[src/rtl/alu_result_stage.sv]
// Execute-stage result/flag derivation behind the CLA adder, buffered in a 2-entry skid queue.
// Optional overflow trap (halts intake until flush) enabled by defining ALU_OVF_TRAP_EN.
module alu_result_stage #(
  parameter int WIDTH = 32,
  parameter int TAG_W = 5
) (
  input  logic             clk,
  input  logic             rst_n,
  input  logic             flush,
  input  logic             in_valid,
  output logic             in_ready,
  input  logic [2:0]       in_op,
  input  logic [WIDTH-1:0] in_a,
  input  logic [WIDTH-1:0] in_b,
  input  logic [WIDTH-1:0] in_sum,
  input  logic             in_cout,
  input  logic [TAG_W-1:0] in_tag,
  output logic             out_valid,
  input  logic             out_ready,
  output logic [WIDTH-1:0] out_result,
  output logic [TAG_W-1:0] out_tag,
  output logic             out_zero,
  output logic             out_neg,
  output logic             out_carry,
  output logic             out_ovf,
  output logic             out_wen,
  output logic             out_illegal,
  output logic             out_trap
);

  localparam logic [2:0] OP_ADD  = 3'b000;
  localparam logic [2:0] OP_ADDU = 3'b001;
  localparam logic [2:0] OP_SUB  = 3'b010;
  localparam logic [2:0] OP_SUBU = 3'b011;
  localparam logic [2:0] OP_SLT  = 3'b100;
  localparam logic [2:0] OP_SLTU = 3'b101;

  typedef struct packed {
    logic [WIDTH-1:0] result;
    logic [TAG_W-1:0] tag;
    logic             zero;
    logic             neg;
    logic             carry;
    logic             ovf;
    logic             wen;
    logic             illegal;
    logic             trap;
  } entry_t;

  entry_t     new_e;
  entry_t     q0_q, q0_d, q1_q, q1_d;
  logic [1:0] count_q, count_d;
  logic       run;
  logic       push, pop;
  logic       a_msb, b_msb, s_msb;
  logic       ovf_add, ovf_sub;

  assign a_msb   = in_a[WIDTH-1];
  assign b_msb   = in_b[WIDTH-1];
  assign s_msb   = in_sum[WIDTH-1];
  assign ovf_add = (a_msb == b_msb) && (s_msb != a_msb);
  assign ovf_sub = (a_msb != b_msb) && (s_msb != a_msb);

  // Sub-type ops arrive with cin=1, so carry-out is inverted borrow.
  always_comb begin
    new_e     = '0;
    new_e.tag = in_tag;
    new_e.wen = 1'b1;
    case (in_op)
      OP_ADD: begin
        new_e.result = in_sum;
        new_e.carry  = in_cout;
        new_e.ovf    = ovf_add;
      end
      OP_ADDU: begin
        new_e.result = in_sum;
        new_e.carry  = in_cout;
      end
      OP_SUB: begin
        new_e.result = in_sum;
        new_e.carry  = ~in_cout;
        new_e.ovf    = ovf_sub;
      end
      OP_SUBU: begin
        new_e.result = in_sum;
        new_e.carry  = ~in_cout;
      end
      OP_SLT: begin
        new_e.result = {{(WIDTH-1){1'b0}}, s_msb ^ ovf_sub};
        new_e.carry  = ~in_cout;
      end
      OP_SLTU: begin
        new_e.result = {{(WIDTH-1){1'b0}}, ~in_cout};
        new_e.carry  = ~in_cout;
      end
      default: begin
        new_e.illegal = 1'b1;
        new_e.wen     = 1'b0;
      end
    endcase
`ifdef ALU_OVF_TRAP_EN
    if (new_e.ovf) begin
      new_e.trap = 1'b1;
      new_e.wen  = 1'b0;
    end
`endif
    new_e.zero = (new_e.result == '0);
    new_e.neg  = new_e.result[WIDTH-1];
  end

`ifdef ALU_OVF_TRAP_EN
  localparam logic [0:0] S_RUN  = 1'b0;
  localparam logic [0:0] S_HALT = 1'b1;

  logic [0:0] state_q, state_d;

  always_comb begin
    state_d = state_q;
    if (flush)                   state_d = S_RUN;
    else if (push && new_e.trap) state_d = S_HALT;
  end

  always_ff @(posedge clk) begin
    if (!rst_n) state_q <= S_RUN;
    else        state_q <= state_d;
  end

  assign run = (state_q == S_RUN);
`else
  assign run = 1'b1;
`endif

  assign in_ready  = rst_n && (count_q != 2'd2) && run && !flush;
  assign out_valid = (count_q != 2'd0);
  assign push      = in_valid && in_ready;
  assign pop       = out_valid && out_ready;

  // q0 is always the head; q1 only holds the second entry while count==2.
  always_comb begin
    q0_d    = q0_q;
    q1_d    = q1_q;
    count_d = count_q;
    if (flush) begin
      q0_d    = '0;
      q1_d    = '0;
      count_d = 2'd0;
    end else begin
      case (count_q)
        2'd0: begin
          if (push) begin
            q0_d    = new_e;
            count_d = 2'd1;
          end
        end
        2'd1: begin
          case ({push, pop})
            2'b10: begin
              q1_d    = new_e;
              count_d = 2'd2;
            end
            2'b01: begin
              q0_d    = '0;
              count_d = 2'd0;
            end
            2'b11:   q0_d = new_e;
            default: ;
          endcase
        end
        default: begin
          if (pop) begin
            q0_d    = q1_q;
            q1_d    = '0;
            count_d = 2'd1;
          end
        end
      endcase
    end
  end

  always_ff @(posedge clk) begin
    if (!rst_n) begin
      q0_q    <= '0;
      q1_q    <= '0;
      count_q <= 2'd0;
    end else begin
      q0_q    <= q0_d;
      q1_q    <= q1_d;
      count_q <= count_d;
    end
  end

  assign out_result  = q0_q.result;
  assign out_tag     = q0_q.tag;
  assign out_zero    = q0_q.zero;
  assign out_neg     = q0_q.neg;
  assign out_carry   = q0_q.carry;
  assign out_ovf     = q0_q.ovf;
  assign out_wen     = q0_q.wen;
  assign out_illegal = q0_q.illegal;
  assign out_trap    = q0_q.trap;

endmodule

[config.mk]
export PLATFORM = sky130hd
export DESIGN_NAME = alu_result_stage
export DESIGN_NICKNAME = d
export VERILOG_FILES = /design/src/rtl/alu_result_stage.sv
export SDC_FILE = /design/constraint.sdc
export NUM_CORES = 1
export LEC_CHECK = 0
export ABC_CLOCK_PERIOD_IN_PS = 2100
export CAP_MARGIN = 20
export CORE_MARGIN = 5
export CORE_UTILIZATION = 43
export CTS_BUF_LIST = sky130_fd_sc_hd__clkbuf_4 sky130_fd_sc_hd__clkbuf_8 sky130_fd_sc_hd__clkbuf_16
export DETAILED_ROUTE_END_ITERATION = 10
export HOLD_SLACK_MARGIN = 0.15
export PLACE_DENSITY = 0.81
export SYNTH_ARGS = -nofsm -noshare
export SYNTH_HDL_FRONTEND = slang
export SYNTH_SLANG_ARGS = --single-unit
[constraint.sdc]
create_clock -name clk -period 2.1 [get_ports clk]
set_clock_uncertainty 0.2 [all_clocks]
set_input_delay 0.42 -clock clk [delete_from_list [all_inputs] [get_ports clk]]
set_output_delay 0.42 -clock clk [all_outputs]
set_load 0.02 [all_outputs]
==> results of run 1 <==
-- final timing paths --
| kind | slack, ns | to | start | depth (start not counted) |
|---|---|---|---|---|
| worst max-delay path | 0.05 | q1_q[43] | rst_n | 8 |
| worst min-delay path | 0.26 | q1_q[39] | q1_q[39] | 2 |
| worst max register to register | 0.17 | out_result[16] | count_q[1] | 6 |
| worst min register to register | 0.26 | q1_q[39] | q1_q[39] | 2 |
-- layer usage --
| layer | global-route usage (%) | wire (um) | vias up |
|---|---|---|---|
| met3 | 3.75 | 677 | 18 |
| met2 | 38.3 | 5770 | 146 |
| met1 | 28.6 | 4850 | 1830 |
| li1 | - | - | 1827 |
| met4 | 7.37 | 212 | 0 |
| met5 | 0 | 0 | - |
-- logic make-up (layout without fill, tap and decap cells) --
group | count (synthesis) | in the layout | synth area share [%]
xor+xnor | 2 | 2 | 0.478
other cells | 1 | 1 | 0.102
flops | 86 | 86 | 46.9
mux | 3 | 3 | 0.853
simple gates | 144 | 145 | 18.0
buf+inv | 44 | 182 | 6.04
compound gates | 146 | 146 | 27.6
-- cell usage after synthesis, drive strengths merged --
cell    number  area [sq um]
buf         20           131
nand3b       2          18.8
a221oi      39           404
nor2b        4          25.0
dfxtp       86          1720
xnor2        1          8.76
o31a         1          8.76
o21ai       49           249
o211a        1          10.0
nand2       32           128
o21a         1          7.51
or2          1          6.26
a32oi        1          8.76
nor4         7          43.8
or3          1          11.3
nand3       27           135
a22oi       14           105
nand4        2          12.5
o221ai       1          8.76
nor2        58           220
conb         1          3.75
o32ai        1          8.76
mux2         1          11.3
inv          4          15.0
o2bb2a       1          10.0
clkbuf      20          75.1
a21oi       36           184
nand4b       1          8.76
nor3         5          25.0
mux2i        2          20.0
nand2b       4          25.0
xor2         1          8.76
a21o         1          7.51
-- registers in the layout (all words and copies together), names as in the netlist --
| register | flops |
|---|---|
| q1_q | 42 |
| out_zero | 1 |
| out_ovf | 1 |
| out_wen | 1 |
| out_illegal | 1 |
| out_carry | 1 |
| count_q | 2 |
| out_result | 32 |
| out_tag | 5 |
-- what timing repair did --
action	in CTS	in global routing
endpoints found under the hold margin	0	0
pin swaps	0	3
hold buffers	0	0
gates cloned	0	1
resized for setup	6	11
setup endpoints to repair	7	17
-- power by group --
group | switching, uW | leakage [uW] | internal, uW | total, uW
registers | 15.7 | 0.000696 | 1660 | 1670
clock network | 655 | 0.0000980 | 566 | 1220
logic | 251 | 0.00123 | 262 | 512
-- through the flow --
step	power (uW)	std cells	hold WS (ns)	utilization, %	setup WS [ns]
finish	3410	670	0.260	65.4	0.0532
global route	3520	670	0.280	65.4	-0.00706
CTS	3400	669	0.257	64.8	0.0113
detailed placement	2210	653	0.245	62.2	-0.391
global placement	2200	653	0.238	62.2	-0.305
floorplan	1910	426	0.232	-	0.206
-- critical path: cells and delay by family --
kind,cells,cell delay (ns)
buffers and inverters,3,0.76
and+or+nand+nor,4,0.87
AOI/OAI and AO/OA,1,0.07
-- area by class of cell --
class | instances | share of cell area [%]
clock buffers | 9 | 2.29
clock inverters | 7 | 1.53
inverters | 4 | 0.278
multi-input cells | 297 | 33.0
flip-flops and latches | 86 | 31.9
well taps | 105 | 2.43
repair buffers | 162 | 28.6
==> metrics.cfg, run 1 <==
[run_status]
status=finished, final reports clean

[clock_tree]
clock_sinks=86
tritoncts_clock_tree=done
clk-insertion-delay-late_ns=0.36
largest_buffer_count_on_any_clock_path=2
cts_root_buf=sky130_fd_sc_hd__clkbuf_8
cts_htree_levels=3
cts_setup_buffers=0
numCtsBuffers=9
worst_setup_hold_path_clk_slew_ns=0.09

[yosys]
synth.lib_cells_used.distinct=43
synth.cell_area_sq_mm=0.00367
syn_nets=536
yosys_register_bits=86
synth.yosys.seq_area_share_pct=46.9
post_synth.cell_area_avg_sq_um=8.61
yosysWarnings=0
synthesis.instances=426

[place]
port-buffer-count=92
gpl.final_weighted_congestion=0.822
post_dp_cell_area_sq_mm=0.00513
hpwl_um=8040

[global_route]
first_pass_grt_wire_length_um=18500
grt_antenna_before_repair=0
via_count_of_the_first_global_routing_pass=3777
globalRoute.totalOverflow=0
grt_max_degree=45
track_usage_pct=22.3

[floorplanning]
area_inside_the_core_boundary_sq_mm=0.00826
floorplan.initialDensity_pct=44.4
ios=156
overall_die_area_sq_mm=0.0105
chipHeight_um=102
row_count=33
die_width_um=102

[timing]
max_slew_headroom_at_the_worst_pin_pct=66.6
layout_worst_path_cycle_share_pct=97.5
final_hold_viol_count=0
setup_violations=0
tightest_slew_ns=0.501
final-max-slew-violation-count=0
final.min_clock_period_ns=2.05
fmax_mhz=489
setup_tns_ns=0

[min_path]
min_path_type=reg -> reg

[route]
detail-route-antenna-nets=0
wl_final_um=11500
vias=3821
wl_per_cell_um=17.2
viasPerCell=5.70
number_of_search_and_repair_iterations_in_the_first_detailed_routing_pass=5
route.detailed.drc=0
drt_iter0_drc=346

[setup_path]
timing.critical_path.required_ns=2.18
critical-path-top-cell-by-count=sky130_fd_sc_hd__buf_6
crit_slowest_cell=sky130_fd_sc_hd__clkdlybuf4s50_1
criticalPathCategory=in -> reg
worst_ep_arrival_time_ns=2.13
setup_crit_start_kind=primary input
path_cells=clkdlybuf4s50_1, buf_6, nand3b_4, or3_4, nor2_4, buf_6, a22oi_1, nor2_1
critical-path-max-stage-delay_ns=0.51
worst_path_max_fanout=5
cp-end-kind=register

[cells_and_area]
finish.net_count=670
num-fill-cells=681
seq_area_sq_mm=0.00172
layout.cells.most_common=sky130_fd_sc_hd__clkdlybuf4s50_1
drive_above_1_share_pct=19.8
syn2layout_area_growth_pct=47.2
layout_common_cells=sky130_fd_sc_hd__clkdlybuf4s50_1 (90), sky130_fd_sc_hd__dfxtp_1 (84), sky130_fd_sc_hd__buf_4 (59)
post-route-cell-area_sq_mm=0.00540
multiInputGateArea_sq_mm=0.00178
num_antenna_cells=0

[power_and_ir_drop]
power.static_leakage_uw=0.00202
irDropWorstVdd_v=0.000317
p_per_area_mw_per_mm2=631

[job]
timing.max_cap.violations=0

No activity file was read; power rests on OpenSTA's default activity.
==> inputs of run 2 (changes only) <==
Settings changed: ABC_CLOCK_PERIOD_IN_PS 2100 to default, GPL_TIMING_DRIVEN from default to 0, SKIP_CTS_REPAIR_TIMING from default to 1.
==> metrics.cfg, run 2 (synthesis results as in run 1) <==
[clock_tree]
worst_setup_hold_path_clk_slew_ns=0.08  ; was 0.09 ns
largest_buffer_count_on_any_clock_path=2  ; unchanged
clock_sinks=86  ; unchanged
cts_htree_levels=3  ; unchanged
tritoncts_clock_tree=done  ; unchanged
cts_root_buf=sky130_fd_sc_hd__clkbuf_8  ; unchanged
clk-insertion-delay-late_ns=0.35  ; was 0.36 ns
numCtsBuffers=9  ; unchanged

[route]
wl_per_cell_um=17.6  ; was 17.2 um
drt_iter0_drc=292  ; was 346
number_of_search_and_repair_iterations_in_the_first_detailed_routing_pass=5  ; unchanged
viasPerCell=5.88  ; was 5.70
wl_final_um=11200  ; was 11500 um
vias=3745  ; was 3821
route.detailed.drc=0  ; unchanged
detail-route-antenna-nets=0  ; unchanged

[setup_path]
setup_crit_start_kind=primary input  ; unchanged
critPathTopFamily=buffers and inverters  ; was simple AND/OR/NAND/NOR gates
worst_ep_arrival_time_ns=1.54  ; was 2.13 ns
path_cells=clkdlybuf4s50_1, nand2b_4, buf_6, a21oi_2, buf_4  ; was clkdlybuf4s50_1, buf_6, nand3b_4, or3_4, nor2_4, buf_6, a22oi_1, nor2_1
critical-path-max-stage-delay_ns=0.45  ; was 0.51 ns
r2r-start=count_q[1]  ; unchanged
cp-end-kind=primary output  ; was register
worst_path_max_fanout=10  ; was 5
timing.critical_path.required_ns=1.48  ; was 2.18 ns
worstPathBufferInverterCount=3  ; unchanged
cp-startpoint=flush  ; was rst_n
criticalPathCategory=in -> out  ; was in -> reg
crit_slowest_cell=sky130_fd_sc_hd__clkdlybuf4s50_1  ; unchanged

[global_route]
track_usage_pct=21.4  ; was 22.3%
grt_max_degree=14  ; was 45
first_pass_grt_wire_length_um=17700  ; was 18500 um
grt_antenna_before_repair=0  ; unchanged
via_count_of_the_first_global_routing_pass=3589  ; was 3777
globalRoute.totalOverflow=0  ; unchanged

[cells_and_area]
finish.net_count=637  ; was 670
layout_common_cells=sky130_fd_sc_hd__clkdlybuf4s50_1 (87), sky130_fd_sc_hd__dfxtp_1 (85), sky130_fd_sc_hd__nor2_1 (56)  ; was sky130_fd_sc_hd__clkdlybuf4s50_1 (90), sky130_fd_sc_hd__dfxtp_1 (84), sky130_fd_sc_hd__buf_4 (59)
drive_above_1_share_pct=13.0  ; was 19.8%
syn2layout_area_growth_pct=35.2  ; was 47.2%
seq_area_sq_mm=0.00172  ; about the same
num_antenna_cells=0  ; unchanged
post-route-cell-area_sq_mm=0.00496  ; was 0.00540 sq mm
layout.cells.most_common=sky130_fd_sc_hd__clkdlybuf4s50_1  ; unchanged
multiInputGateArea_sq_mm=0.00175  ; was 0.00178 sq mm
final_util_pct=60.1  ; was 65.4%
largest_register=q1_q  ; unchanged
num-fill-cells=742  ; was 681
largest_register_ff_count=42  ; unchanged

[timing]
tightest_slew_ns=0.623  ; was 0.501 ns
final.min_clock_period_ns=2.16  ; was 2.05 ns
fin_ws_ns=-0.0592  ; was 0.0532 ns
max_slew_headroom_at_the_worst_pin_pct=58.5  ; was 66.6%
layout_worst_path_cycle_share_pct=103  ; was 97.5%
final-max-slew-violation-count=0  ; unchanged
fmax_mhz=463  ; was 489 MHz
setup_violations=3  ; was 0
setup_tns_ns=-0.113  ; was 0 ns
rsz0062_at_grt=true
final_hold_viol_count=0  ; unchanged

[place]
hpwl_um=8240  ; was 8040 um
gpl.final_weighted_congestion=0.849  ; was 0.822
port-buffer-count=91  ; was 92
post_dp_cell_area_sq_mm=0.00471  ; was 0.00513 sq mm

[power_and_ir_drop]
comb_power_share_pct=13.8  ; was 15.0%
power.static_leakage_uw=0.00181  ; was 0.00202 uW
power_uw=3230  ; was 3410 uW
power_report.internal_total_uw=2400  ; was 2480 uW
irDropWorstVdd_v=0.000312  ; was 0.000317 V
p_sw_share_pct=25.7  ; was 27.1%
p_sw_uw=831  ; was 922 uW
power_frac_seq_pct=51.8  ; was 49.1%
p_per_area_mw_per_mm2=650  ; was 631 mW/mm^2
power.clock.fraction_pct=34.3  ; was 35.9%

[floorplanning]
die_width_um=102  ; unchanged
area_inside_the_core_boundary_sq_mm=0.00826  ; unchanged
chipHeight_um=102  ; unchanged
row_count=33  ; unchanged
ios=156  ; unchanged
floorplan.initialDensity_pct=44.4  ; unchanged
overall_die_area_sq_mm=0.0105  ; unchanged

[job]
timing.max_cap.violations=0  ; unchanged

[min_path]
min_path_type=reg -> reg  ; unchanged
min_delay_startpoint=q1_q[28]  ; was q1_q[39]

[run_status]
status=complete, but fails checks  ; was finished, final reports clean
failed_checks=setup timing

## run 2: layout make-up
class	instances	area share, %
Sequential cell	86	34.7
Timing Repair Buffer	91	18.5
Inverter	4	0.303
Clock buffer	13	3.48
Multi-Input combinational cell	296	35.3
Clock inverter	3	0.353
Buffer	39	4.74
Tap cell	105	2.65
## run 2: final timing paths
path	cells after the start	slack (ns)	to
setup / recovery	5	-0.06	in_ready
hold / removal	2	0.26	q1_q[28]
setup reg to reg	7	0.15	out_result[15]
hold reg to reg	2	0.26	q1_q[28]
## run 2: power by group through the flow
stage          logic (uW)  clock network [uW]  registers, uW
2_1_floorplan         171                   0           1740
3_3_place_gp          424                   0           1710
3_5_place_dp          431                   0           1710
4_1_cts               435                1120           1670
5_1_grt               476                1180           1680
6_report              447                1110           1670
## run 2: per-stage QoR
step | std cells | worst slack, ns | hold WS, ns
floorplan | 426 | 0.206 | 0.232
global placement | 622 | -1.02 | 0.238
detailed placement | 622 | -1.09 | 0.247
CTS | 638 | -1.09 | 0.258
global route | 637 | -0.140 | 0.271
finish | 637 | -0.0592 | 0.262
## run 2: layer usage
metal	wire (um)	vias up	GRT usage, %
li1	-	1757	-
met1	4710	1794	28.0
met2	5430	170	35.1
met3	830	24	3.48
met4	263	0	8.78
met5	0	-	0
## run 2: tightest hold or removal path: stages, from the launching register on
cell	delay (ns)
sky130_fd_sc_hd__dfxtp_1	0.32
sky130_fd_sc_hd__nand2_1	0.05
sky130_fd_sc_hd__a21oi_1	0.05
